`src/rtl/buffer_uart_tx_pkg.sv`:
```
// Shared types and constants for the buffer-to-UART transmit path.
package buffer_uart_tx_pkg;

  localparam int unsigned UART_DATA_WIDTH      = 8;
  localparam int unsigned DEFAULT_CLKS_PER_BIT = 868;

  typedef enum logic [2:0] {
    ST_IDLE,
    ST_START,
    ST_DATA,
    ST_PARITY,
    ST_STOP
  } tx_state_e;

endpackage

```
`src/rtl/uart_bit_timer.sv`:
```
// Baud-rate counter: flags the last clock of every UART bit period.
module uart_bit_timer
  import buffer_uart_tx_pkg::*;
#(
  parameter int unsigned CLKS_PER_BIT = DEFAULT_CLKS_PER_BIT
) (
  input  logic clk,
  input  logic rst,
  input  logic clear_i,
  input  logic enable_i,
  output logic bit_end_c_o
);

  localparam int unsigned CNT_W = $clog2(CLKS_PER_BIT);

  logic [CNT_W-1:0] cnt_q, cnt_d;

  assign bit_end_c_o = enable_i && (cnt_q == CNT_W'(CLKS_PER_BIT - 1));

  always_comb begin
    cnt_d = cnt_q;
    if (clear_i || bit_end_c_o) begin
      cnt_d = '0;
    end else if (enable_i) begin
      cnt_d = cnt_q + CNT_W'(1);
    end
  end

  always_ff @(posedge clk) begin
    if (!rst) begin
      cnt_q <= '0;
    end else begin
      cnt_q <= cnt_d;
    end
  end

endmodule

```
`src/rtl/buffer_uart_tx.sv`:
```
// Pops words from the FIFO buffer and serializes them as UART frames
// (start, LSB-first data, optional even parity, stop) with no gap between frames.
module buffer_uart_tx
  import buffer_uart_tx_pkg::*;
#(
  parameter int unsigned DATA_WIDTH   = UART_DATA_WIDTH,
  parameter int unsigned CLKS_PER_BIT = DEFAULT_CLKS_PER_BIT,
  parameter bit          PARITY_EN    = 1'b0
) (
  input  logic                  clk,
  input  logic                  rst,
  input  logic [DATA_WIDTH-1:0] buf_data,
  input  logic                  buf_valid,
  output logic                  buf_read,
  output logic                  tx,
  output logic                  busy,
  output logic                  tx_done
);

  localparam int unsigned IDX_W = (DATA_WIDTH > 1) ? $clog2(DATA_WIDTH) : 1;

  tx_state_e             state_q, state_d;
  logic [DATA_WIDTH-1:0] shift_q, shift_d;
  logic [IDX_W-1:0]      bit_idx_q, bit_idx_d;
  logic                  parity_q, parity_d;
  logic                  tx_q, tx_d;
  logic                  busy_q, busy_d;
  logic                  buf_read_q, buf_read_d;
  logic                  tx_done_q, tx_done_d;
  logic                  timer_clear_c;
  logic                  start_frame_c;
  logic                  bit_end_c;

  uart_bit_timer #(
    .CLKS_PER_BIT(CLKS_PER_BIT)
  ) u_bit_timer (
    .clk        (clk),
    .rst        (rst),
    .clear_i    (timer_clear_c),
    .enable_i   (state_q != ST_IDLE),
    .bit_end_c_o(bit_end_c)
  );

  always_comb begin
    state_d       = state_q;
    shift_d       = shift_q;
    bit_idx_d     = bit_idx_q;
    parity_d      = parity_q;
    tx_d          = tx_q;
    busy_d        = busy_q;
    buf_read_d    = 1'b0;
    tx_done_d     = 1'b0;
    timer_clear_c = 1'b0;
    start_frame_c = 1'b0;

    unique case (state_q)
      ST_IDLE: begin
        tx_d          = 1'b1;
        busy_d        = 1'b0;
        timer_clear_c = 1'b1;
        start_frame_c = buf_valid;
      end
      ST_START: begin
        if (bit_end_c) begin
          tx_d      = shift_q[0];
          bit_idx_d = '0;
          state_d   = ST_DATA;
        end
      end
      ST_DATA: begin
        if (bit_end_c) begin
          if (bit_idx_q == IDX_W'(DATA_WIDTH - 1)) begin
            if (PARITY_EN) begin
              tx_d    = parity_q;
              state_d = ST_PARITY;
            end else begin
              tx_d    = 1'b1;
              state_d = ST_STOP;
            end
          end else begin
            shift_d   = shift_q >> 1;
            tx_d      = shift_d[0];
            bit_idx_d = bit_idx_q + IDX_W'(1);
          end
        end
      end
      ST_PARITY: begin
        if (bit_end_c) begin
          tx_d    = 1'b1;
          state_d = ST_STOP;
        end
      end
      ST_STOP: begin
        if (bit_end_c) begin
          tx_done_d = 1'b1;
          if (buf_valid) begin
            start_frame_c = 1'b1;
          end else begin
            busy_d  = 1'b0;
            state_d = ST_IDLE;
          end
        end
      end
      default: state_d = ST_IDLE;
    endcase

    // Pop and latch the next word; shared by idle start and back-to-back start.
    if (start_frame_c) begin
      shift_d       = buf_data;
      parity_d      = ^buf_data;
      buf_read_d    = 1'b1;
      tx_d          = 1'b0;
      busy_d        = 1'b1;
      timer_clear_c = 1'b1;
      state_d       = ST_START;
    end
  end

  always_ff @(posedge clk) begin
    if (!rst) begin
      state_q    <= ST_IDLE;
      shift_q    <= '0;
      bit_idx_q  <= '0;
      parity_q   <= 1'b0;
      tx_q       <= 1'b1;
      busy_q     <= 1'b0;
      buf_read_q <= 1'b0;
      tx_done_q  <= 1'b0;
    end else begin
      state_q    <= state_d;
      shift_q    <= shift_d;
      bit_idx_q  <= bit_idx_d;
      parity_q   <= parity_d;
      tx_q       <= tx_d;
      busy_q     <= busy_d;
      buf_read_q <= buf_read_d;
      tx_done_q  <= tx_done_d;
    end
  end

  assign buf_read = buf_read_q;
  assign tx       = tx_q;
  assign busy     = busy_q;
  assign tx_done  = tx_done_q;

endmodule

```
`config.mk`:
```
export PLATFORM = sky130hd
export DESIGN_NAME = buffer_uart_tx
export DESIGN_NICKNAME = d
export VERILOG_FILES = /design/src/rtl/buffer_uart_tx_pkg.sv /design/src/rtl/uart_bit_timer.sv /design/src/rtl/buffer_uart_tx.sv
export SDC_FILE = /design/constraint.sdc
export NUM_CORES = 1
export LEC_CHECK = 0
export CAP_MARGIN = 25
export CELL_PAD_IN_SITES_DETAIL_PLACEMENT = 0
export CELL_PAD_IN_SITES_GLOBAL_PLACEMENT = 1
export CORE_AREA = 3 3 61 63
export CTS_CLUSTER_SIZE = 8
export DETAILED_ROUTE_END_ITERATION = 16
export DIE_AREA = 0 0 64 66
export PLACE_DENSITY_LB_ADDON = 0.1
export SETUP_SLACK_MARGIN = 0.2
export SLEW_MARGIN = 20
export SYNTH_ARGS = -nofsm -noshare
export SYNTH_HDL_FRONTEND = slang
export SYNTH_SLANG_ARGS = --single-unit
export TNS_END_PERCENT = 100
```
`constraint.sdc`:
```
create_clock -name clk -period 3.5 [get_ports clk]
set_input_delay 0.875 -clock clk [delete_from_list [all_inputs] [get_ports clk]]
set_output_delay 0.875 -clock clk [all_outputs]
set_load 0.1 [all_outputs]
```
==> results.md, run 1 <==
* Outcome: finished clean
* Share of cells above drive strength 1 at slightly above 10%
* Worst Tran Pin Value at between 700 and 800 ps
* Cts hold-fix bufs at 0
* Worst VDD drop at between 0.15 and 0.2 mV
* Via Count at 1,260
* CP Buf/Inv Count at 1
* Crit. End Element: register
* Fin crit period at 2530 ps
* Worst path top cell family by delay: simple AND/OR/NAND/NOR gates
* CTS Buffer Depth at 2
* Max Slew Vio Count at 0
* RSZ-0062 raised after global routing: false
* Util after Layout at 49.6%
* Resize count post-CTS at 0
* Critical Path End: shift_q[6]$_SDFFE_PN0P_
* Total power divided by cell area at 406 nW/um2
* Area of the multi-input gates at roughly 800 um2
* Worst hold path type: register to register
* Post-Route Setup TNS at 0 ps
* Clock power share at 32.9%
* Routed WL at ~3.1 mm
* R2R Setup Slk at 1200 ps
* Syn_nets at 179
* Rows at 21
* Worst endpoint data arrival time at roughly 2800 ps
* Cell Chain, Critical Path: clkdlybuf4s50_1 > nor3b_1 > or4b_1 > and3_1 > o311a_1
* Pin count of the biggest net entering global routing at 17
* Cts bufs inserted at 3
* Required time worst endpoint at 3740 ps
* Routed len/inst at roughly 14 um
* First-pass GRT wire length at approximately 5.6 mm
* Mean Syn Cell Area at about 8.6 um2
* Met2 wire length at 1.35 mm
* Postcts setup bufs at 0
* Final Power at between 0.6 and 0.7 mW
* P_leak at around 0.56 nW
* CP startpoint kind: primary input
* Core area at 3280 um2
* Max H-tree Level at 1
* Root Buffer: clkbuf_4
* Met1 wire length at ~1.5 mm
* Mapped Cells at ~170
* DR pass1 iterations at 4
* Height of the die at 66 um
* Worst Setup SP: buf_valid
* Top sig layer: met4
* Commonest non-fill, non-tap cell in the layout: dfxtp_1
* Register area share after synthesis at a little under 40%
* WHS at 496 ps
* Most frequent cells in the layout: 28 x dfxtp_1, 25 x nor2_1, 10 x clkdlybuf4s50_1, 9 x nand2_1
* Final setup vio count at 0
* Main synth FF type: dfxtp_1
* N_diodes at 0
* Fmax at around 0.40 GHz
* Detail Route Antenna Nets at 0
* Port bufs at 14
* Initial antenna violation count at 0
* Initial DRC count at slightly above 100
* Area grow syn2layout at 14.5%
* Final #Nets at roughly 190
* Crit-path max FO at 7
* All-Layer GR Usage at 16.5%
* Rel. slew slack at roughly 52%
* Vias in the first global route at about 1,200
* Switch share at 26.0%
* Initial core utilization at between 40% and 50%
* Die extent in x at between 60 and 70 um
* Synthesized area at approximately 1400 um2
* Critical Path Stages at 5
* Reg area at between 500 and 600 um2
* Post-synth EDFFs at 0
* Slowest Stage Delay on Critical Path at ~610 ps
* Die area at about 4200 um2
* I/O Pins at 15
* Comb pwr share at between 15 and 20%
* Clock skew at around 13 ps
* Max Cap Viol at 0
* Synth cell types at 39
* Worst Reg-to-Reg Cells at 5
* Switching pwr at roughly 0.17 mW
* Clock-pin slew on the worst setup and hold paths at ~160 ps
* Sequential power share at between 50% and 60%
* Yosys warning count at 0
* Final hold vios at 0
* Design internal power at about 0.49 mW
* DRC at 0
* CTS Sinks at 28
* Worst path slowest cell: or4b_1
* Detailed placement HPWL at around 2.2 mm
* Drt via density at around 5.7
* Dpl ws at 613 ps
* Flops & latches, synth at 28
* Met3 Wirelength at 203 um
* Filler Cell Count at around 320
* Fin crit share at slightly above 70%
* Crit Reg-Reg Startpoint: u_bit_timer.cnt_q[0]$_SDFFE_PP0P_
* Global route overflow at 0
* CTS tree: yes
* Critical Setup Path Class: primary input to register
* RePlAce Congestion at about 0.76
* Final WS setup at approximately 970 ps
* Async set-or-reset flop fraction in the synthesized netlist at 0%
* Clk_lat worst skew at ~350 ps
* End of the worst register-to-register path: shift_q[3]$_SDFFE_PN0P_
[cell usage after synthesis, types with 2 or more instances]
cell type / number / area share [%]
a21oi_1: 7 / 2.5
a221oi_1: 6 / 3.7
a32oi_1: 6 / 3.7
and3_1: 2 / 0.88
clkbuf_1: 5 / 1.3
clkbuf_8: 2 / 1.9
dfxtp_1: 28 / 39
ha_1: 3 / 2.6
inv_1: 4 / 1.1
nand2_1: 9 / 2.4
nand3_1: 4 / 1.4
nand4_1: 7 / 3.1
nor2_1: 25 / 6.6
nor2b_1: 8 / 3.5
nor3_1: 4 / 1.4
nor3b_1: 5 / 2.6
nor4b_1: 4 / 2.5
o211ai_1: 2 / 1.1
o21ai_0: 8 / 2.8
xnor2_1: 6 / 3.7
xor2_1: 2 / 1.2
[kinds of logic (layout without fill, tap and decap cells)]
kind of cell             after synthesis  after routing  synth area share, %
AO/OA/AOI/OAI                         38             38                 19.2
XOR/XNOR                               8              8                 4.92
adder cells (fa/ha/maj)                3              3                 2.64
buffers and inverters                 13             25                 5.45
flip-flops                            28             28                 39.4
AND/OR/NAND/NOR                       75             75                 28.5
[cell type report]
class | instances | area share (%)
tap | 46 | 3.53
clock inverter | 1 | 1.84
timing repair buffer | 17 | 9.36
clock buffer | 3 | 1.38
sequential | 28 | 34.4
inverter | 4 | 0.921
multi-input combinational | 124 | 48.6
[flip-flops by register name, indices dropped and copies added, names as in the netlist]
name	flops
state_q	3
u_bit_timer.cnt_q	10
tx_done	1
tx	1
busy	1
buf_read	1
shift_q	8
bit_idx_q	3
[worst min path at each step]
stage                                      startpoint                                end  depth (start not counted)
floorplan           u_bit_timer.cnt_q[0]$_SDFFE_PP0P_  u_bit_timer.cnt_q[0]$_SDFFE_PP0P_                          1
global placement    u_bit_timer.cnt_q[0]$_SDFFE_PP0P_  u_bit_timer.cnt_q[0]$_SDFFE_PP0P_                          1
detailed placement  u_bit_timer.cnt_q[0]$_SDFFE_PP0P_  u_bit_timer.cnt_q[0]$_SDFFE_PP0P_                          1
CTS                 u_bit_timer.cnt_q[0]$_SDFFE_PP0P_  u_bit_timer.cnt_q[0]$_SDFFE_PP0P_                          1
global route                bit_idx_q[1]$_SDFFE_PN0P_          bit_idx_q[1]$_SDFFE_PN0P_                          2
finish              u_bit_timer.cnt_q[0]$_SDFFE_PP0P_  u_bit_timer.cnt_q[0]$_SDFFE_PP0P_                          1
[power by group through the flow]
| stage | Clock, mW | Combinational [mW] | Sequential (mW) |
|---|---|---|---|
| 2_1_floorplan | 0 | 0.0559 | 0.366 |
| 3_3_place_gp | 0 | 0.100 | 0.349 |
| 3_5_place_dp | 0 | 0.102 | 0.348 |
| 4_1_cts | 0.224 | 0.102 | 0.342 |
| 5_1_grt | 0.231 | 0.112 | 0.344 |
| 6_report | 0.217 | 0.102 | 0.342 |
[per-layer routing]
layer,global-route usage (%),vias to the layer above
li1,-,632
met5,0,-
met3,2.89,5
met2,24.1,36
met1,23.5,587
met4,7.28,0
[stage by stage]
step | std cells | cell area [um2]
floorplan | 165 | 1420
global placement | 219 | 1580
detailed placement | 219 | 1580
CTS | 223 | 1630
global route | 223 | 1630
finish | 223 | 1630
Note: power is estimated with default switching activity, not from simulation.
==> run 2: changes to the inputs <==
Settings changed: CORE_AREA 3 3 61 63 to 3 3 63 65, DIE_AREA 0 0 64 66 to 0 0 66 68.
Clock period 3.5 ns to 2.5 ns, I/O delays scaled along.
==> run 2 against run 1 <==
Non-clock buffer count is 3 higher. Via count is 1.0% lower. Final area grew 1.4%. Sequential power up 40%. Register-to-register slack worse by 800 ps. Routed wire length grew 2.4%. Global-route usage shrank 1.0 points. Combinational power grew 39%. Final cell count rose by 1.3%. Utilization fell by 0.87 points. Power up 40%. Largest cell class unchanged. Highest routed layer unchanged.
==> results.md, run 2 (synthesis gave the netlist of run 1 again) <==
* Core area at about 3400 um2
* Initial DRC count at 94
* Initial core utilization at between 40 and 50%
* Commonest non-fill, non-tap cell in the layout: dfxtp_1
* Worst VDD drop at between 0.3 and 0.4 mV
* Clock-pin slew on the worst setup and hold paths at about 160 ps
* Final setup vio count at 0
* CTS Buffer Depth at 2
* Worst path slowest cell: or3_2
* Postcts setup bufs at 0
* N_diodes at 0
* Post-Route Setup TNS at 0 ps
* Switching pwr at ~0.24 mW
* DR pass1 iterations at 4
* Port bufs at 14
* Crit. End Element: register
* Drt via density at ~5.5
* Crit-path max FO at 7
* Via Count at 1,247
* Max Cap Viol at 0
* CP startpoint kind: register
* Final Power at ~0.93 mW
* P_leak at ~0.57 nW
* Height of the die at between 60 and 70 um
* Initial antenna violation count at 0
* Global route overflow at 0
* Fin crit period at about 2100 ps
* Die area at ~4500 um2
* Cell Chain, Critical Path: ha_1 > nand4_1 > or3_2 > o21ai_1 > a221oi_1
* Clock power share at approximately a third
* Most frequent cells in the layout: 28 x dfxtp_1, 25 x nor2_1, 10 x clkdlybuf4s50_1, 10 x buf_4, 9 x nand2_1
* Final #Nets at ~200
* Design internal power at approximately 0.7 mW
* Top flop regs: u_bit_timer.cnt_q x10, shift_q x8
* Worst Tran Pin Value at 653 ps
* RSZ-0062 raised after global routing: false
* Fin crit share at between 80% and 90%
* Rows at 21
* Top reg by flops: u_bit_timer.cnt_q
* Filler Cell Count at roughly 320
* Worst hold path type: register to register
* Detailed placement HPWL at between 2 and 2.5 mm
* Rel. slew slack at 56.1%
* Cts bufs inserted at 3
* Outcome: finished clean
* Share of cells above drive strength 1 at 11.7%
* DRC at 0
* Worst endpoint data arrival time at 2310 ps
* Clock skew at about 7.9 ps
* Final hold vios at 0
* CTS tree: yes
* Required time worst endpoint at roughly 2700 ps
* I/O Pins at 15
* Total power divided by cell area at 561 nW/um2
* Sequential power share at 51.6%
* Vias in the first global route at between 1,000 and 1,500
* Max reg flops at 10
* Area grow syn2layout at 16.1%
* CTS Sinks at 28
* Max Slew Vio Count at 0
* Slowest Stage Delay on Critical Path at 510 ps
* Critical Setup Path Class: register to register
* Max H-tree Level at 1
* Routed WL at 3.20 mm
* RePlAce Congestion at roughly 0.74
* First-pass GRT wire length at roughly 5.5 mm
* Detail Route Antenna Nets at 0
* Cts hold-fix bufs at 0
* Switch share at a little over a quarter
* Fmax at about 0.48 GHz
* Pin count of the biggest net entering global routing at 17
* Resize count post-CTS at 0
* Root Buffer: clkbuf_4
* All-Layer GR Usage at about 16%
* Clk_lat worst skew at between 300 and 400 ps
* Routed len/inst at about 14 um
* Comb pwr share at between 15 and 20%
* Die extent in x at about 66 um
==> run 2: cell types whose count changed in the layout (fill, tap and decap cells not counted) <==
cell,delta
buf_4,+3
==> run 2: final cells by class <==
type | count | area (um2) | share of cell area, %
well taps | 46 | 57.6 | 3.48
clock inverters | 1 | 30.0 | 1.82
inverters | 4 | 15.0 | 0.908
clock buffers | 3 | 22.5 | 1.36
multi-input cells | 124 | 792 | 47.9
flip-flops and latches | 28 | 561 | 33.9
repair buffers | 20 | 175 | 10.6
==> run 2: final timing paths <==
kind	startpoint	to	slack, ps	cells past startpoint
setup / recovery	u_bit_timer.cnt_q[0]$_SDFFE_PP0P_	shift_q[2]$_SDFFE_PN0P_	400	5
hold / removal	u_bit_timer.cnt_q[0]$_SDFFE_PP0P_	u_bit_timer.cnt_q[0]$_SDFFE_PP0P_	480	1
setup reg to reg	u_bit_timer.cnt_q[0]$_SDFFE_PP0P_	shift_q[2]$_SDFFE_PN0P_	400	5
hold reg to reg	u_bit_timer.cnt_q[0]$_SDFFE_PP0P_	u_bit_timer.cnt_q[0]$_SDFFE_PP0P_	480	1
==> run 2: critical path, delay by kind of cell, from the launching register on <==
kind | cells | cell delay, ps
AO/OA/AOI/OAI | 2 | 600
adder cells (fa/ha/maj) | 1 | 240
flip-flops | 1 | 410
AND/OR/NAND/NOR | 2 | 720
==> run 2: power groups by stage <==
stage	combinational [mW]	clock [mW]	sequential [mW]
2_1_floorplan	0.0782	0	0.512
3_3_place_gp	0.140	0	0.488
3_5_place_dp	0.142	0	0.488
4_1_cts	0.143	0.317	0.479
5_1_grt	0.155	0.327	0.482
6_report	0.142	0.306	0.479
==> run 2: layer usage <==
metal / vias up / GRT usage (%) / wire length (um)
met1: 588 / 21.2 / 1610
met3: 5 / 2.63 / 120
li1: 632 / - / -
met5: - / 0 / 0
met4: 0 / 5.33 / 44
met2: 22 / 24.8 / 1420
==> run 2: stage by stage <==
| step | instance area [um2] | instances | worst slack, ps | util (%) | hold WS [ps] |
|---|---|---|---|---|---|
| 2_1_floorplan | 1420 | 165 | 405 | - | 430 |
| 5_1_grt | 1650 | 226 | 232 | 48.8 | 501 |
| 4_1_cts | 1650 | 226 | 362 | 48.8 | 488 |
| 3_5_place_dp | 1600 | 222 | 50.3 | 47.2 | 450 |
| 6_report | 1650 | 226 | 399 | 48.8 | 482 |
| 3_3_place_gp | 1600 | 222 | 63.3 | 47.2 | 443 |
==> RTL change, RTL diff (config.mk and constraints of run 1) <==
Register the inputs `buf_data` and `buf_valid` before use. The logic sees them one clock later.
--- a/src/rtl/buffer_uart_tx.sv
+++ b/src/rtl/buffer_uart_tx.sv
@@ -18,6 +18,14 @@
 );
 
   localparam int unsigned IDX_W = (DATA_WIDTH > 1) ? $clog2(DATA_WIDTH) : 1;
+
+  logic [DATA_WIDTH-1:0] buf_data_q;
+  logic buf_valid_q;
+
+  always_ff @(posedge clk) begin
+    buf_data_q  <= buf_data;
+    buf_valid_q <= buf_valid;
+  end
 
   tx_state_e             state_q, state_d;
   logic [DATA_WIDTH-1:0] shift_q, shift_d;
@@ -58,7 +66,7 @@
         tx_d          = 1'b1;
         busy_d        = 1'b0;
         timer_clear_c = 1'b1;
-        start_frame_c = buf_valid;
+        start_frame_c = buf_valid_q;
       end
       ST_START: begin
         if (bit_end_c) begin
@@ -93,7 +101,7 @@
       ST_STOP: begin
         if (bit_end_c) begin
           tx_done_d = 1'b1;
-          if (buf_valid) begin
+          if (buf_valid_q) begin
             start_frame_c = 1'b1;
           end else begin
             busy_d  = 1'b0;
@@ -106,8 +114,8 @@
 
     // Pop and latch the next word; shared by idle start and back-to-back start.
     if (start_frame_c) begin
-      shift_d       = buf_data;
-      parity_d      = ^buf_data;
+      shift_d       = buf_data_q;
+      parity_d      = ^buf_data_q;
       buf_read_d    = 1'b1;
       tx_d          = 1'b0;
       busy_d        = 1'b1;
Check against the original RTL: not equivalent (Yosys sat finds a counterexample within 4 cycles, from zero or initial values and one cycle with rst low).
==> RTL change against run 1 <==
Critical path type is now register to register. Design area increased by 5.1%. Die area unchanged. Combinational power decreased by 27%. Wire length decreased by 14%. Fmax increased by 9.2%. Critical path depth increased by 1. Synthesized area increased by 5.6%. Setup slack improved by 210 ps. Total power increased by 12%. Sequential cell count increased by 9.
==> RTL change: results (changes against run 1) <==
outcome finished clean (unchanged); CP max FO 8 (was 7); Fillers 334 (was 316); Hold Path Origin u_bit_timer.cnt_q[0] (unchanged); Reg clk slew, reported paths 120 ps (was 160 ps); CTS buffer count 5 (was 3); share of post-route cells with drive strength above 1 13.6% (was 10.2%); sequential cell area fraction in the yosys report 49.3% (was 39.4%); IO buf count 14 (unchanged); nets 182 (was 192); worst reg2reg startpoint bit_idx_q[0] (was u_bit_timer.cnt_q[0]); max_slew headroom 55.3% (was 52.1%); first-pass GRT wire length 4.77 mm (was 5.55 mm); DR WL/cell 12.5 um (was 14.0 um); Yosys cell types 35 (was 39); Startpoint Class register (was primary input); largest net degree at the start of global routing 22 (was 17); Critical Path AT 2560 ps (was 2770 ps); Slowest Stage Delay on Critical Path 670 ps (was 610 ps); number of DRC markers in iteration 0 65 (was 101); most instantiated cells after synthesis dfxtp_1, nor2_1, nand2_1, a21boi_0, inv_1 (was dfxtp_1, nor2_1, nand2_1, nor2b_1, o21ai_0); CTS H-tree depth 2 (was 1); routability cong. 0.729 (was 0.756); total track usage 14.6% (was 16.5%); worst min path class register to register (unchanged); Remaining DRCs 0 (unchanged); top post-synthesis cells by area dfxtp_1, o221a_2, nor2_1 (was dfxtp_1, nor2_1, a221oi_1); crit path max-delay cell type or4b_2 (was or4b_1); Leakage 0.615 nW (was 0.560 nW); VDD IR max 0.000244 V (was 0.000171 V); biggest regs u_bit_timer.cnt_q x10, buf_data_q x8, shift_q x8 (was u_bit_timer.cnt_q x10, shift_q x8); vias in the first global route 1080 (was 1192); Clock Skews 12.8 ps (was 13.1 ps); vias per cell 5.19 (was 5.65); HPWL after DPL 1.90 mm (was 2.23 mm); Post-Syn Nets 169 (was 179)
RTL change: cell count changes in the layout (fill, tap and decap cells not counted), sizes merged, moves of 6 or more:
cell | before | now
o21ai | 9 | 0
a32oi | 6 | 0
nor2b | 8 | 0
a21boi | 0 | 8
a221oi | 6 | 0
o221a | 0 | 7
dfxtp | 28 | 37
nor2 | 25 | 18
RTL change: cell families after synthesis:
kind of cell             Yosys count  share of synthesized area, %
AND/OR/NAND/NOR                   61                          21.8
AO/OA/AOI/OAI                     25                          14.2
buffers and inverters             16                          4.24
flip-flops                        37                          49.3
multiplexers                       5                          3.33
adder cells (fa/ha/maj)            3                          2.50
XOR/XNOR                           8                          4.66
RTL change: layout make-up:
class,count,area (sq um),area share (%)
Clock inverter,2,15.0,0.876
Inverter,8,30.0,1.75
Multi-Input combinational cell,102,699,40.8
Timing Repair Buffer,14,130,7.59
Tap cell,46,57.6,3.36
Sequential cell,37,741,43.2
Clock buffer,6,41.3,2.41
RTL change: metal layers:
metal,routed length [um],global-route usage (%),up-vias
li1,-,-,572
met1,1370,18.5,521
met2,1150,22.5,18
met3,111,3.91,5
met4,50,8.09,0
met5,0,0,-
RTL change: where the power goes:
part / switching (mW) / internal [mW] / total (mW)
combinational: 0.0451 / 0.0295 / 0.0746
clock: 0.145 / 0.0785 / 0.223
sequential: 0.00883 / 0.437 / 0.445
total: 0.199 / 0.545 / 0.743
RTL change: worst register-to-register path, cell delays in order (launching register included):
cell      delay, ps
dfxtp_1         340
ha_1            200
ha_1            200
or4b_2          670
nor4_2          470
a21boi_0        190
o221a_2         160
RTL change: final timing paths:
check | endpoint | depth (start not counted) | slack, ps
max | shift_q[6] | 6 | 1180
min | u_bit_timer.cnt_q[0] | 1 | 460
max reg2reg | shift_q[6] | 6 | 1180
min reg2reg | u_bit_timer.cnt_q[0] | 1 | 460
RTL change: stage by stage:
step	worst slack (ps)	hold WS [ps]	cell area [sq um]	power, mW	cells
2_1_floorplan	1480	418	1500	0.506	155
3_3_place_gp	948	431	1660	0.529	207
3_5_place_dp	897	438	1660	0.530	207
4_1_cts	1130	455	1710	0.750	215
5_1_grt	980	487	1710	0.778	215
6_report	1180	458	1710	0.743	215
